==> src/rtl/serial_adder_if.sv <==
// rtl/serial_adder_if.sv - start/ready/done operand and result bundle for serial_adder
interface serial_adder_if #(
  parameter int WIDTH = 8
) ();
  logic             start;
  logic [WIDTH-1:0] a;
  logic [WIDTH-1:0] b;
  logic             cin;
  logic             ready;
  logic             busy;
  logic             done;
  logic [WIDTH-1:0] sum;
  logic             cout;

  modport master (
    output start, a, b, cin,
    input  ready, busy, done, sum, cout
  );

  modport slave (
    input  start, a, b, cin,
    output ready, busy, done, sum, cout
  );
endinterface

==> src/rtl/serial_adder.sv <==
// rtl/serial_adder.sv - bit-serial adder, one full-adder slice per clock, LSB first
module serial_adder #(
  parameter int WIDTH = 8
) (
  input  logic           clk,
  input  logic           rst,
  serial_adder_if.slave  bus
);
  localparam int CW = ($clog2(WIDTH + 1) < 1) ? 1 : $clog2(WIDTH + 1);
  localparam logic [CW-1:0] LAST = CW'(WIDTH - 1);

  typedef enum logic [1:0] {IDLE, RUN, DONE} state_t;

  state_t           state_q, state_d;
  logic [WIDTH-1:0] a_sr_q, a_sr_d;
  logic [WIDTH-1:0] b_sr_q, b_sr_d;
  logic [WIDTH-1:0] s_sr_q, s_sr_d;
  logic             carry_q, carry_d;
  logic [CW-1:0]    count_q, count_d;
  logic [WIDTH-1:0] sum_q, sum_d;
  logic             cout_q, cout_d;

  logic             s_bit;
  logic             c_bit;
  logic [WIDTH-1:0] s_msb;

  assign s_bit = a_sr_q[0] ^ b_sr_q[0] ^ carry_q;
  assign c_bit = (a_sr_q[0] & b_sr_q[0]) | (a_sr_q[0] & carry_q) | (b_sr_q[0] & carry_q);

  // Places the new sum bit at the MSB without a zero-width replication when WIDTH=1.
  always_comb begin
    s_msb = '0;
    s_msb[WIDTH-1] = s_bit;
  end

  always_comb begin
    state_d = state_q;
    a_sr_d  = a_sr_q;
    b_sr_d  = b_sr_q;
    s_sr_d  = s_sr_q;
    carry_d = carry_q;
    count_d = count_q;
    sum_d   = sum_q;
    cout_d  = cout_q;
    case (state_q)
      IDLE: begin
        if (bus.start) begin
          a_sr_d  = bus.a;
          b_sr_d  = bus.b;
          carry_d = bus.cin;
          count_d = '0;
          state_d = RUN;
        end
      end
      RUN: begin
        carry_d = c_bit;
        a_sr_d  = a_sr_q >> 1;
        b_sr_d  = b_sr_q >> 1;
        s_sr_d  = (s_sr_q >> 1) | s_msb;
        count_d = count_q + CW'(1);
        if (count_q == LAST) begin
          sum_d   = (s_sr_q >> 1) | s_msb;
          cout_d  = c_bit;
          state_d = DONE;
        end
      end
      DONE: state_d = IDLE;
      default: state_d = IDLE;
    endcase
  end

  always_ff @(posedge clk or posedge rst) begin
    if (rst) begin
      state_q <= IDLE;
      a_sr_q  <= '0;
      b_sr_q  <= '0;
      s_sr_q  <= '0;
      carry_q <= 1'b0;
      count_q <= '0;
      sum_q   <= '0;
      cout_q  <= 1'b0;
    end else begin
      state_q <= state_d;
      a_sr_q  <= a_sr_d;
      b_sr_q  <= b_sr_d;
      s_sr_q  <= s_sr_d;
      carry_q <= carry_d;
      count_q <= count_d;
      sum_q   <= sum_d;
      cout_q  <= cout_d;
    end
  end

  // Handshake outputs decode straight from the state register.
  assign bus.ready = (state_q == IDLE);
  assign bus.busy  = (state_q == RUN);
  assign bus.done  = (state_q == DONE);
  assign bus.sum   = sum_q;
  assign bus.cout  = cout_q;
endmodule

==> src/flat_wrapper.sv <==
// flat-port wrapper written by rule: the top's interface ports become plain ports
module serial_adder_flat 
#(
  parameter int WIDTH = 8
)
  (clk, rst, bus_start, bus_a, bus_b, bus_cin, bus_ready, bus_busy, bus_done, bus_sum, bus_cout);
  serial_adder_if #(.WIDTH(WIDTH)) bus_i ();
  input  logic clk;
  input  logic rst;
  input wire logic [$bits(bus_i.start)-1:0] bus_start;
  input wire logic [$bits(bus_i.a)-1:0] bus_a;
  input wire logic [$bits(bus_i.b)-1:0] bus_b;
  input wire logic [$bits(bus_i.cin)-1:0] bus_cin;
  output wire logic [$bits(bus_i.ready)-1:0] bus_ready;
  output wire logic [$bits(bus_i.busy)-1:0] bus_busy;
  output wire logic [$bits(bus_i.done)-1:0] bus_done;
  output wire logic [$bits(bus_i.sum)-1:0] bus_sum;
  output wire logic [$bits(bus_i.cout)-1:0] bus_cout;
  assign bus_i.start = bus_start;
  assign bus_i.a = bus_a;
  assign bus_i.b = bus_b;
  assign bus_i.cin = bus_cin;
  assign bus_ready = bus_i.ready;
  assign bus_busy = bus_i.busy;
  assign bus_done = bus_i.done;
  assign bus_sum = bus_i.sum;
  assign bus_cout = bus_i.cout;
  serial_adder #(.WIDTH(WIDTH)) u_core (.clk(clk), .rst(rst), .bus(bus_i));
endmodule
==> config.mk <==
export PLATFORM = sky130hd
export DESIGN_NAME = serial_adder_flat
export DESIGN_NICKNAME = d
export VERILOG_FILES = /design/src/rtl/serial_adder_if.sv /design/src/rtl/serial_adder.sv /design/src/flat_wrapper.sv
export SDC_FILE = /design/constraint.sdc
export NUM_CORES = 1
export LEC_CHECK = 0
export ABC_CLOCK_PERIOD_IN_PS = 1750
export BUFFER_PORTS_ARGS = -buffer_cell sky130_fd_sc_hd__buf_2
export CAP_MARGIN = 20
export CORE_MARGIN = 10
export CORE_UTILIZATION = 53
export CTS_BUF_LIST = sky130_fd_sc_hd__clkbuf_4 sky130_fd_sc_hd__clkbuf_8
export DETAILED_ROUTE_END_ITERATION = 10
export PLACE_DENSITY_LB_ADDON = 0.05
export SLEW_MARGIN = 5
export SYNTH_ARGS = -nofsm -noshare
export SYNTH_HDL_FRONTEND = slang
export SYNTH_SLANG_ARGS = --single-unit
==> constraint.sdc <==
create_clock -name clk -period 1.75 [get_ports clk]
set_clock_uncertainty 0.1 [all_clocks]
set_input_delay 0.35 -clock clk [delete_from_list [all_inputs] [get_ports clk]]
set_output_delay 0.35 -clock clk [all_outputs]
set_load 0.02 [all_outputs]
==> out/results.tsv <==
stage	metric	value	unit
outcome	status	finished, final reports clean	
clocking	Root Driver	clkbuf_4	
floorplanning	core area	3080	sq um
clocking	H-tree depth	2	
drt	DR pass1 iterations	4	
synthesis	xor/xnor share of the synthesized area	0	%
timing	Final Cycle Share	95.7	%
drt	# DRC	0	
setup_path	CP Max Fanout	11	
global_routing	first-pass GRT wire length	5.90	mm
placement	post-detail-place hpwl	2.52	mm
setup_path	flop2flop setup slack	0.16	ns
timing	Hold WS	0.198	ns
drt	WL/cell	14.8	microns
drt	Via Count	1219	
timing	Worst slew margin	50.3	%
global_routing	Global Route Usage Sum	11.9	%
floorplanning	Initial Utilization	56.1	%
power	VDD IR-drop max	0.000770	V
hold_path	Hold Path End	u_core.a_sr_q[7]	
timing	Setup TNS Final	0	ns
timing	RSZ-0062 raised after global routing	no	
synthesis	post-synthesis mux area share	13.7	%
timing	Hold Vio Cnt, Final	0	
placement	IO Port Bufs	31	
timing	Peak Freq	597	MHz
hold_path	worst hold start	bus_a[7]	
finish	layout cell share with drive strength beyond 1	39.5	%
setup_path	worst setup path class	register to primary output	
setup_path	RR Endpoint	u_core.a_sr_q[1]	
synthesis	Synth Area in Adders	1.88	%
synthesis	Yosys reg bits	39	
timing	setup violators final	0	
clocking	TritonCTS clock tree	yes	
synthesis	yosys warns	0	
clocking	CTS sink cnt	39	
finish	Layout area overhead	21.7	%
synthesis	EDFF count, synth	0	
setup_path	worst path required time	1.30	ns
synthesis	main combinational cell family by area after synthesis	compound AO/OA/AOI/OAI gates	
synthesis	asr flop ratio synth	100	%
power	leak pwr	1.02	nW
floorplanning	IO Pins	32	
drt	drt via density	5.32	
clocking	TritonCTS Buffers	5	
floorplanning	DIE AREA	5940	sq um
floorplanning	# rows	20	
job	Max-Cap Viols	0	
setup_path	Register-to-Register Path Depth	3	
placement	GP Congestion	0.774	
clocking	Max clock buf depth	2	
synthesis	register area share after synthesis	56.5	%
timing	fin. max-slew vios	0	
hold_path	Hold Crit Depth	3	
synthesis	syn nets	165	
finish	ANT cells	0	
timing	worst-margin pin slew	0.744	ns
clocking	worst skew pair latency	0.34	ns
synthesis	Syn Area/Cell	12.1	sq um
power	Final Power	3.34	mW
global_routing	total gr overflow	0	
finish	Finished Layout Cells	229	
setup_path	CP Launch Type	register	
drt	Final ANT Viol Nets	0	
drt	Post-Route WL	3.38	mm
synthesis	Mapped Area	1730	sq um
setup_path	Worst R2R Start	u_core.state_q[0]	
synthesis	post-synthesis compound-gate area fraction	14.1	%
global_routing	antenna violations before repair	0	
placement	DP Cell Count	218	
synthesis	Simple-Gate Fraction of Synth Area	9.78	%
timing	minimum clock period	1.68	ns
clocking	Worst-path clk slew	0.11	ns
hold_path	Hold Crit Class	input pin to register	
floorplanning	Die Height	77.1	microns
setup_path	Worst Setup End Kind	primary output	
global_routing	largest net degree at the start of global routing	24	
drt	DRT iter0 DRCs	65	
synthesis	Cell variety after synth	25	
finish	layout net count	206	
synthesis	Synth Flop Type	dfrtp_1	
setup_path	Arrival @ worst endpoint	1.23	ns
power	Cell Pwr Density	1590	nW/um^2
floorplanning	die width	77.1	microns
synthesis	Mapped Cells	143	
global_routing	vias in the first global route	1324	
[stage by stage]
stage	utilization [%]	area (sq um)	worst slack (ns)
2_1_floorplan	-	1730	0.262
3_3_place_gp	63.4	1950	0.239
3_5_place_dp	63.4	1950	0.116
4_1_cts	67.0	2060	0.0107
5_1_grt	68.3	2100	0.00208
6_report	68.3	2100	0.0748
[critical path, cell delays in order (launching register included)]
cell and delay [ns]:
dfrtp_1 0.45, nor2b_4 0.15, buf_8 0.15, buf_4 0.15
[kinds of logic (layout without fill, tap and decap cells)]
group | Yosys count | count (layout)
adders and majority gates | 2 | 2
AOI/OAI and AO/OA | 40 | 40
buffers and inverters | 12 | 54
and+or+nand+nor | 32 | 32
DFF | 39 | 39
muxes | 18 | 18
[cells in the final DEF, fill, tap and decap left out]
cell type / Yosys / layout
nor2_1: 2 / 2
clkbuf_4: 0 / 5
nand4_1: 1 / 1
a22o_1: 2 / 2
a22oi_1: 11 / 11
clkbuf_8: 0 / 1
buf_6: 0 / 3
nand3_1: 1 / 1
bufinv_16: 0 / 1
buf_2: 7 / 28
o21bai_1: 1 / 1
clkinv_2: 0 / 1
nor2b_4: 0 / 2
fa_1: 1 / 1
mux2_2: 9 / 9
a21oi_1: 7 / 7
mux2_4: 9 / 9
dfrtp_2: 0 / 1
o21ai_0: 17 / 17
buf_4: 1 / 11
a211oi_1: 1 / 1
dlygate4sd3_1: 0 / 1
and3b_1: 4 / 4
a41oi_1: 1 / 1
dfrtp_1: 39 / 38
and4_4: 1 / 1
buf_8: 1 / 1
nand2_1: 17 / 17
ha_1: 1 / 1
inv_1: 2 / 2
nor2b_1: 5 / 4
[sequential cells by signal, indices dropped and copies added (netlist names)]
signal,cells
u_core.bus.cout,1
u_core.s_sr_q,7
u_core.state_q,2
u_core.carry_q,1
u_core.b_sr_q,8
u_core.a_sr_q,8
u_core.count_q,4
u_core.bus.sum,8
[report_power, final]
part           internal, mW  switching, mW
registers              1.24          0.226
logic                 0.665          0.587
clock network         0.338          0.279
total                  2.25           1.09
[timing repair]
item / in CTS / in global routing
setup buffers: 1 / 1
hold buffers: 1 / 0
endpoints found under the hold margin: 11 / 0
resized for setup: 2 / 10
setup endpoints to repair: 1 / 3
pin swaps: 0 / 0
cloned: 0 / 0
[cell type report]
type                    count  area [sq um]
flip-flops and latches     39           977
clock buffers               6          51.3
repair buffers             44           282
clock inverters             2          35.0
multi-input cells          92           694
well taps                  44          55.1
fillers                   249           976
inverters                   2          7.51
[cells in the mapped netlist (2+ instances only)]
cell type	instances	area share [%]
a21oi_1	7	2.0
and3b_1	4	2.0
dfrtp_1	39	57
nand2_1	17	3.7
inv_1	2	0.43
mux2_2	9	5.9
a22oi_1	11	4.8
buf_2	7	2.0
mux2_4	9	7.8
a22o_1	2	1.0
nor2_1	2	0.43
o21ai_0	17	4.9
nor2b_1	5	1.8
[how the worst max path moves through the flow]
stage | startpoint | end | slack [ns] | cells after the start
detailed placement | bus_start | u_core.a_sr_q[3] | 0.12 | 4
global route | u_core.state_q[0] | bus_ready | 0.002 | 3
CTS | u_core.state_q[0] | bus_done | 0.01 | 3
floorplan | u_core.state_q[1] | bus_ready | 0.26 | 3
finish | u_core.state_q[1] | bus_busy | 0.07 | 3
global placement | bus_start | u_core.b_sr_q[3] | 0.24 | 4
[metal layers]
layer | GRT usage (%) | vias to the layer above | wire [microns]
met2 | 19.6 | 29 | 1650
li1 | - | 589 | -
met5 | 0 | - | 0
met1 | 13.4 | 593 | 1460
met3 | 4.78 | 8 | 212
met4 | 4.93 | 0 | 59
(Power assumes the default switching activity.)
